==> src/rtl/arm_ctrl_pkg.sv <==
// Shared types for the pipeline control block: FSM state encoding and the
// bundle of stage-register control strobes.
package arm_ctrl_pkg;

   localparam int DEF_CNT_W = 32;

   typedef enum logic [1:0] {
      RUN      = 2'd0,
      MEM_WAIT = 2'd1,
      TIMEOUT  = 2'd2
   } ctrl_state_t;

   typedef struct packed {
      logic freeze_if;
      logic flush_if;
      logic bubble_id;
      logic freeze_all;
   } stage_ctrl_t;

endpackage

==> src/rtl/sat_counter.sv <==
// Up-counter that sticks at all-ones instead of wrapping; async active-high reset.
module sat_counter #(
   parameter int W = 32
) (
   input  logic         clk,
   input  logic         rst,
   input  logic         inc,
   output logic [W-1:0] count
);

   always_ff @(posedge clk or posedge rst) begin
      if (rst) begin
         count <= '0;
      end else if (inc && (count != '1)) begin
         count <= count + W'(1);
      end
   end

endmodule

==> src/rtl/pipeline_stall_ctrl.sv <==
// Freeze/flush/bubble generation for IF, ID and EXE registers, memory-wait
// timeout FSM and saturating performance counters.
module pipeline_stall_ctrl
   import arm_ctrl_pkg::*;
#(
   parameter int CNT_W       = DEF_CNT_W,
   parameter int MEM_TIMEOUT = 255
) (
   input  logic             clk,
   input  logic             rst,
   input  logic             hazard_detection,
   input  logic             branch_taken,
   input  logic             mem_req,
   input  logic             mem_ready,
   output logic             freeze_if,
   output logic             flush_if,
   output logic             bubble_id,
   output logic             freeze_all,
   output logic             mem_timeout,
   output logic [CNT_W-1:0] stall_cnt,
   output logic [CNT_W-1:0] wait_cnt,
   output logic [CNT_W-1:0] flush_cnt
);

   localparam int                WC_W     = $clog2(MEM_TIMEOUT + 1);
   localparam logic [WC_W-1:0]   WC_LIMIT = WC_W'(MEM_TIMEOUT);

   ctrl_state_t     state;
   logic [WC_W-1:0] wait_cyc;
   stage_ctrl_t     ctrl;
   logic            mem_stall;
   logic            stall_inc;
   logic            wait_inc;
   logic            flush_inc;

   assign mem_stall = mem_req & ~mem_ready;

   // Priority: memory/timeout freeze, then branch flush, then hazard stall.
   // Reset masks everything so stage registers see no strobes while held.
   always_comb begin
      ctrl = '0;
      if (!rst) begin
         if (mem_stall || (state == TIMEOUT)) begin
            ctrl.freeze_all = 1'b1;
         end else if (branch_taken) begin
            ctrl.flush_if  = 1'b1;
            ctrl.bubble_id = 1'b1;
         end else if (hazard_detection) begin
            ctrl.freeze_if = 1'b1;
            ctrl.bubble_id = 1'b1;
         end
      end
   end

   assign freeze_if  = ctrl.freeze_if;
   assign flush_if   = ctrl.flush_if;
   assign bubble_id  = ctrl.bubble_id;
   assign freeze_all = ctrl.freeze_all;

   assign stall_inc = ctrl.freeze_if;
   assign flush_inc = ctrl.flush_if;
   assign wait_inc  = ctrl.freeze_all & (state != TIMEOUT);

   // wait_cyc counts stall cycles already spent on the current access; the
   // cycle that observes wait_cyc == MEM_TIMEOUT without ready is the fatal one.
   always_ff @(posedge clk or posedge rst) begin
      if (rst) begin
         state       <= RUN;
         wait_cyc    <= '0;
         mem_timeout <= 1'b0;
      end else begin
         case (state)
            RUN: begin
               if (mem_stall) begin
                  state    <= MEM_WAIT;
                  wait_cyc <= WC_W'(1);
               end
            end
            MEM_WAIT: begin
               if (!mem_req || mem_ready) begin
                  state    <= RUN;
                  wait_cyc <= '0;
               end else if (wait_cyc == WC_LIMIT) begin
                  state       <= TIMEOUT;
                  mem_timeout <= 1'b1;
               end else begin
                  wait_cyc <= wait_cyc + WC_W'(1);
               end
            end
            TIMEOUT: begin
               mem_timeout <= 1'b1;
            end
            default: begin
               state    <= RUN;
               wait_cyc <= '0;
            end
         endcase
      end
   end

   sat_counter #(.W(CNT_W)) u_stall_cnt (
      .clk   (clk),
      .rst   (rst),
      .inc   (stall_inc),
      .count (stall_cnt)
   );

   sat_counter #(.W(CNT_W)) u_wait_cnt (
      .clk   (clk),
      .rst   (rst),
      .inc   (wait_inc),
      .count (wait_cnt)
   );

   sat_counter #(.W(CNT_W)) u_flush_cnt (
      .clk   (clk),
      .rst   (rst),
      .inc   (flush_inc),
      .count (flush_cnt)
   );

endmodule
==> config.mk <==
export PLATFORM = sky130hd
export DESIGN_NAME = pipeline_stall_ctrl
export DESIGN_NICKNAME = d
export VERILOG_FILES = /design/src/rtl/arm_ctrl_pkg.sv /design/src/rtl/sat_counter.sv /design/src/rtl/pipeline_stall_ctrl.sv
export SDC_FILE = /design/constraint.sdc
export NUM_CORES = 1
export LEC_CHECK = 0
export CAP_MARGIN = 10
export CELL_PAD_IN_SITES_DETAIL_PLACEMENT = 0
export CELL_PAD_IN_SITES_GLOBAL_PLACEMENT = 1
export CORE_MARGIN = 10
export CORE_UTILIZATION = 44
export CTS_CLUSTER_SIZE = 20
export DETAILED_ROUTE_END_ITERATION = 12
export GPL_TIMING_DRIVEN = 0
export HOLD_SLACK_MARGIN = 0.03
export PLACE_DENSITY_LB_ADDON = 0.1
export SYNTH_ARGS = -nofsm -noshare
export SYNTH_HDL_FRONTEND = slang
export SYNTH_HIERARCHICAL = 1
export SYNTH_SLANG_ARGS = --single-unit
==> constraint.sdc <==
create_clock -name clk -period 6.43 [get_ports clk]
set_input_delay 0.9645 -clock clk [delete_from_list [all_inputs] [get_ports clk]]
set_output_delay 0.9645 -clock clk [all_outputs]
set_load 0.05 [all_outputs]
==> metrics.yaml, run 1 <==
pwr:
  ir_drop_uv: 285
  p_per_area_mw_per_mm2: 257
  total_leakage_power_nw: 2.91
logic_synthesis:
  synthCells: 495
  syn-num-nets: 508
  yosysSeqAreaShare: 0.496
  ys_top_cells_by_area: "dfrtp_1, xnor2_1, nand3_1"
  syn_area_mm2: 0.00539
  async_flop_share: 1.00
  synth_top_area_share: 0.496
  synth_top_flop_cell: "dfrtp_1"
  ys_types: 48
  synth_area_leader_cell: "dfrtp_1"
  synth_warnings: 6
  synth_seq_cells: 107
  postSynthAreaPerCell_um2: 10.9
  synth-edff-count: 0
sta:
  maxSlewHeadroom: 0.501
  worstMarginPinSlew_ns: 0.748
  max_freq_ghz: 0.244
  period_share: 0.637
  finalHoldViolations: 0
  clock_skew_ns: 0.00650
  hold-worst-slack_ns: 0.470
  finalSetupTns_ns: 0
  slew_violations: 0
  rsz0062_at_grt: "false"
  min_period_ns: 4.09
  finalSetupViolCount: 0
worst_setup_path:
  cp-start-kind: "input port"
  r2r_start: "state[0]$_DFFE_PP0P_"
  slowest_stage: "clkdlybuf4s50_1"
  crit_path_frequent_cell: "clkdlybuf4s50_1"
  cp_max_fo: 7
  critPathCaptureType: "output port"
  reg2reg_slack_ns: 3.21
  cp.required_ns: 5.47
  arrival_ns: 3.13
  reg2reg_to: "u_stall_cnt/count[23]$_DFFE_PP0P_"
  crit_chain: "clkdlybuf4s50_1, nand2b_1, nand2_1, nor3b_1, clkdlybuf4s50_1"
  critical_path_class: "in -> out"
  slowest_delay_ns: 0.91
  r2r_cells: 11
detailed_routing:
  ant_nets: 0
  via_per_inst: 5.59
  route.detailed.wl_per_inst_um: 16.8
  wl_um: 12900
  drtPass1Iterations: 4
  drt_iter0_drc: 204
  vias: 4291
  post-route-drc-count: 0
worst_hold_path:
  holdCritStartpoint: "mem_timeout$_DFFE_PP0P_"
  hold_path_depth: 1
  min_path_type: "reg -> reg"
  hold_end: "mem_timeout$_DFFE_PP0P_"
clock_network:
  path_clk_slew_ns: 0.07
  clock-root-buffer: "clkbuf_16"
  insertion_delay_ns: 0.35
  numCtsBuffers: 9
  post_cts_resize_count: 0
  cts_max_level: 3
  cts_tree: "yes"
  cts_setup_buffers: 0
  cts_sinks: 107
  cts_buffer_depth: 2
  postCtsHoldBufs: 0
finish:
  nNetsFinal: 628
  antenna_cells: 0
  num-fill-cells: 1053
  regArea_mm2: 0.00268
  multi_input_area_mm2: 0.00261
  fin_util: 0.584
  drive_gt1_frac: 0.0839
  area_delta_synth_final_pct: 30.1
grt:
  grt_pass1_wl_um: 21200
  grt_pass1_vias: 4189
  grt_max_degree: 33
  gr-total-overflow: 0
  antenna_found_initial: 0
  groute.usage.overall: 0.153
floorplan:
  fp.coreArea_mm2: 0.0120
  start_util: 0.449
  dieWidth_um: 131
  fp.dieH_um: 131
  die_area_mm2: 0.0171
  core.rowCount: 40
  pin_count: 107
job:
  maxCapViolCount: 0
place:
  post-dp-hpwl_um: 9650
  io_buffers: 106
  gp_congestion: 0.816
outcome:
  outcome: "completed"
how the worst max path moves through the flow:
stage          startpoint                                 to
3_3_place_gp    mem_ready                          freeze_if
2_1_floorplan   mem_ready  u_stall_cnt/count[21]$_DFFE_PP0P_
3_5_place_dp    mem_ready                          freeze_if
4_1_cts         mem_ready                          freeze_if
5_1_grt         mem_ready                          freeze_if
6_report        mem_ready                          freeze_if
cells in the final DEF (no fill, tap or decap), types with 2 or more instances in the layout:
master	count
dfrtp_1	107
clkdlybuf4s50_1	106
xnor2_1	78
nand3_1	70
and3_1	32
nand4_1	30
nand2_1	26
nor2_1	17
inv_1	15
a21oi_1	12
clkbuf_16	9
ha_1	7
clkbuf_1	7
nor3_1	6
a41oi_1	6
a31oi_1	6
xor2_1	6
mux2_2	5
nand4_2	4
a21o_1	4
or3_1	4
o21ai_0	3
clkinv_2	3
nor4_4	3
nand2_2	3
clkbuf_2	3
mux2i_1	3
and4_2	3
or4_4	3
a311oi_4	3
nor4_1	3
a2111oi_4	3
and4_1	3
buf_16	3
o221ai_1	2
nor3b_1	2
final cells by class:
type | instances | area share
Clock inverter | 5 | 0.00749
Inverter | 16 | 0.00856
Buffer | 10 | 0.00606
Sequential cell | 107 | 0.382
Clock buffer | 11 | 0.0346
Timing Repair Buffer | 109 | 0.163
Tap cell | 147 | 0.0262
Multi-Input combinational cell | 362 | 0.373
synth_stat cells, drive strengths merged (2+ instances only):
cell     count
nor2        17
clkbuf       9
ha           7
xor2         6
and3        32
mux2i        3
mux2         5
inv         16
o211ai       2
nor4         6
nand2       29
a21oi       12
and4         6
a31oi        6
nor3         6
or4          4
a21o         4
nor3b        2
a2111oi      3
a41oi        6
nand4       34
dfrtp      107
xnor2       78
nand3       70
o21ai        5
or3          4
o221ai       2
a311oi       3
power breakdown:
| part | total [W] | switching (W) | leakage [nW] | internal, W |
|---|---|---|---|---|
| registers | 0.000803 | 0.0000766 | 1.46 | 0.000726 |
| clock network | 0.000556 | 0.000245 | 0.145 | 0.000311 |
| logic | 0.000448 | 0.000285 | 1.31 | 0.000163 |
| total | 0.00181 | 0.000607 | 2.91 | 0.00120 |
cells by family after synthesis:
group	synth area share
buf+inv	0.0190
compound gates	0.0847
fa+ha+maj	0.0162
xor+xnor	0.136
mux	0.0160
flops	0.496
simple gates	0.231
routing by layer:
metal  up-vias  GRT usage  share of wire
met5         -          0              0
met4         0     0.0464          0.013
met3        13     0.0528          0.079
met2        99      0.244           0.47
met1      2117      0.191           0.43
li1       2062          -              -
critical path: cells and delay by family:
family	cells	cell delay, ns
and+or+nand+nor	3	0.78
buffers and inverters	2	1.39
sequential cells by signal, indices dropped and copies added (netlist names):
signal,cells
u_stall_cnt/count,32
u_flush_cnt/count,32
u_wait_cnt/count,32
mem_timeout,1
state,2
wait_cyc,8
stage by stage:
stage               cells  worst slack (ns)  instance area, µm²  total power, W
floorplan             495              2.18                5390         0.00110
global placement      748              2.27                6640         0.00125
detailed placement    750              2.31                6690         0.00127
CTS                   766              2.29                6990         0.00183
global route          767              2.17                7020         0.00190
finish                767              2.34                7020         0.00181
(Power assumes the default switching activity.)
==> inputs of run 2 (changes only) <==
CORE_UTILIZATION = 37   (was 44)
clock period = 3.65 ns   (was 6.43 ns; I/O delays follow)
==> run 2 against run 1 <==
Design area increased by 1.3%. Sequential cell count did not move. Routed wire length is 1.6% higher. Non-clock buffer count stayed put. Combinational power increased by 76%. Global-route usage is 1.9 points lower. Register-to-register slack worse by 2.7 ns. Utilization fell by 9.1 points. Hold slack lost 0.010 ns. Critical path depth rose by 5. Clock power grew 100%. Critical endpoint is now u_stall_cnt/count[31]$_DFFE_PP0P_. Highest routed layer unchanged.
==> metrics.yaml, run 2 (synthesized netlist as in run 1, its figures left out) <==
detailed_routing:
  via_per_inst: 5.26  # was 5.59
  drt_iter0_drc: 165  # was 204
  vias: 4224  # was 4291
  route.detailed.wl_per_inst_um: 16.3  # was 16.8 µm
  drtPass1Iterations: 4  # unchanged
  post-route-drc-count: 0  # unchanged
  ant_nets: 0  # unchanged
  wl_um: 13100  # was 12900 µm
worst_hold_path:
  hold_path_depth: 1  # unchanged
  min_path_type: "reg -> reg"  # unchanged
pwr:
  p_per_area_mw_per_mm2: 468  # was 257 mW/mm²
  total_leakage_power_nw: 2.93  # was 2.91 nW
  ir_drop_uv: 421  # was 285 µV
place:
  post-dp-hpwl_um: 9770  # was 9650 µm
  io_buffers: 106  # unchanged
  dp_slack_ns: 0.0236  # was 2.31 ns
  gp_congestion: 0.796  # was 0.816
grt:
  grt_max_degree: 33  # unchanged
  gr-total-overflow: 0  # unchanged
  groute.usage.overall: 0.134  # was 0.153
  antenna_found_initial: 0  # unchanged
  grt_pass1_vias: 4167  # was 4189
  grt_pass1_wl_um: 22100  # was 21200 µm
floorplan:
  fp.dieH_um: 141  # was 131 µm
  dieWidth_um: 141  # was 131 µm
  die_area_mm2: 0.0198  # was 0.0171 mm²
  pin_count: 107  # unchanged
  core.rowCount: 44  # was 40
  fp.coreArea_mm2: 0.0144  # was 0.0120 mm²
  start_util: 0.374  # was 0.449
clock_network:
  cts_max_level: 3  # unchanged
  cts_buffer_depth: 2  # unchanged
  cts_tree: "yes"  # unchanged
  insertion_delay_ns: 0.35  # about the same
  cts_setup_buffers: 0  # unchanged
  numCtsBuffers: 9  # unchanged
  cts_sinks: 107  # unchanged
  clock-root-buffer: "clkbuf_16"  # unchanged
  postCtsHoldBufs: 0  # unchanged
  post_cts_resize_count: 0  # unchanged
  path_clk_slew_ns: 0.07  # about the same
worst_setup_path:
  critical_path_class: "in -> reg"  # was in -> out
  cp-start-kind: "input port"  # unchanged
  cp.required_ns: 3.88  # was 5.47 ns
  critPathCaptureType: "flip-flop"  # was output port
  r2r_cells: 11  # unchanged
  arrival_ns: 3.48  # was 3.13 ns
  cp_max_fo: 10  # was 7
sta:
  clock_skew_ns: 0.00517  # was 0.00650 ns
  worstMarginPinSlew_ns: 0.672  # was 0.748 ns
  finalSetupTns_ns: 0  # unchanged
  finalHoldViolations: 0  # unchanged
  fin_ws_ns: 0.404  # was 2.34 ns
  finalSetupViolCount: 0  # unchanged
  min_period_ns: 3.25
  hold-worst-slack_ns: 0.460  # was 0.470 ns
  maxSlewHeadroom: 0.550  # was 0.501
  period_share: 0.889
  rsz0062_at_grt: "false"  # unchanged
  max_freq_ghz: 0.308
  slew_violations: 0  # unchanged
finish:
  final_common_cell: "dfrtp_1"  # unchanged
  reg_top3: "u_flush_cnt/count: 32 flops, u_stall_cnt/count: 32 flops, u_wait_cnt/count: 32 flops"  # unchanged
  antenna_cells: 0  # unchanged
  nNetsFinal: 628  # unchanged
  num-fill-cells: 1330  # was 1053
  area_delta_synth_final_pct: 31.8  # was 30.1%
  layout_common_cells: "dfrtp_1, clkdlybuf4s50_1, xnor2_1, nand3_1, and3_1"  # unchanged
  drive_gt1_frac: 0.0840  # was 0.0839
job:
  maxCapViolCount: 0  # unchanged
outcome:
  outcome: "completed"  # unchanged
## run 2: final timing paths
check / from / endpoint / slack [ns]
setup / recovery: mem_ready / u_stall_cnt/count[31]$_DFFE_PP0P_ / 0.40
hold / removal: mem_timeout$_DFFE_PP0P_ / mem_timeout$_DFFE_PP0P_ / 0.46
setup reg to reg: state[0]$_DFFE_PP0P_ / u_stall_cnt/count[31]$_DFFE_PP0P_ / 0.54
hold reg to reg: mem_timeout$_DFFE_PP0P_ / mem_timeout$_DFFE_PP0P_ / 0.46
max in group asynchronous: rst / u_wait_cnt/count[15]$_DFFE_PP0P_ / 2.30
min in group asynchronous: rst / u_stall_cnt/count[3]$_DFFE_PP0P_ / 0.65
## run 2: worst max-delay path, stage by stage
cell	delay, ns
clkdlybuf4s50_1	0.48
nand2b_1	0.28
nand2_1	0.13
nor3b_2	0.29
clkbuf_2	0.24
nand3_1	0.13
or4_4	0.45
a311oi_4	0.56
nand4_1	0.20
xnor2_1	0.17
## run 2: through the flow
stage,total power (W),util,cell area [µm²],instances
after floorplan,0.00194,-,5400,495
after global placement,0.00221,0.464,6690,785
after detailed placement,0.00223,0.468,6750,787
after CTS,0.00337,0.491,7090,802
after global routing,0.00350,0.493,7110,803
final,0.00332,0.493,7110,803
## run 2: area by class of cell
class	count	area, µm²	area share
Tap cell	184	230	0.0324
Clock buffer	11	243	0.0342
Multi-Input combinational cell	362	2620	0.368
Sequential cell	107	2680	0.377
Buffer	10	42.5	0.00599
Inverter	16	60.1	0.00845
Timing Repair Buffer	109	1140	0.160
Clock inverter	4	98.8	0.0139
## run 2: routing by layer
layer / wire, µm / GRT usage
met2: 5890 / 0.198
met1: 6150 / 0.177
met3: 942 / 0.0581
met5: 0 / 0
met4: 114 / 0.0321
## run 2: where the power goes
group          internal, W  switching [W]
clock             0.000687       0.000434
combinational     0.000285       0.000503
sequential         0.00128       0.000136
total              0.00225        0.00107
==> inputs of run 3 (changes only) <==
CTS_CLUSTER_DIAMETER = 100   (was unset)
==> results of run 3 <==
Same layout as run 2: the final DEF is identical, and so are final timing and power.
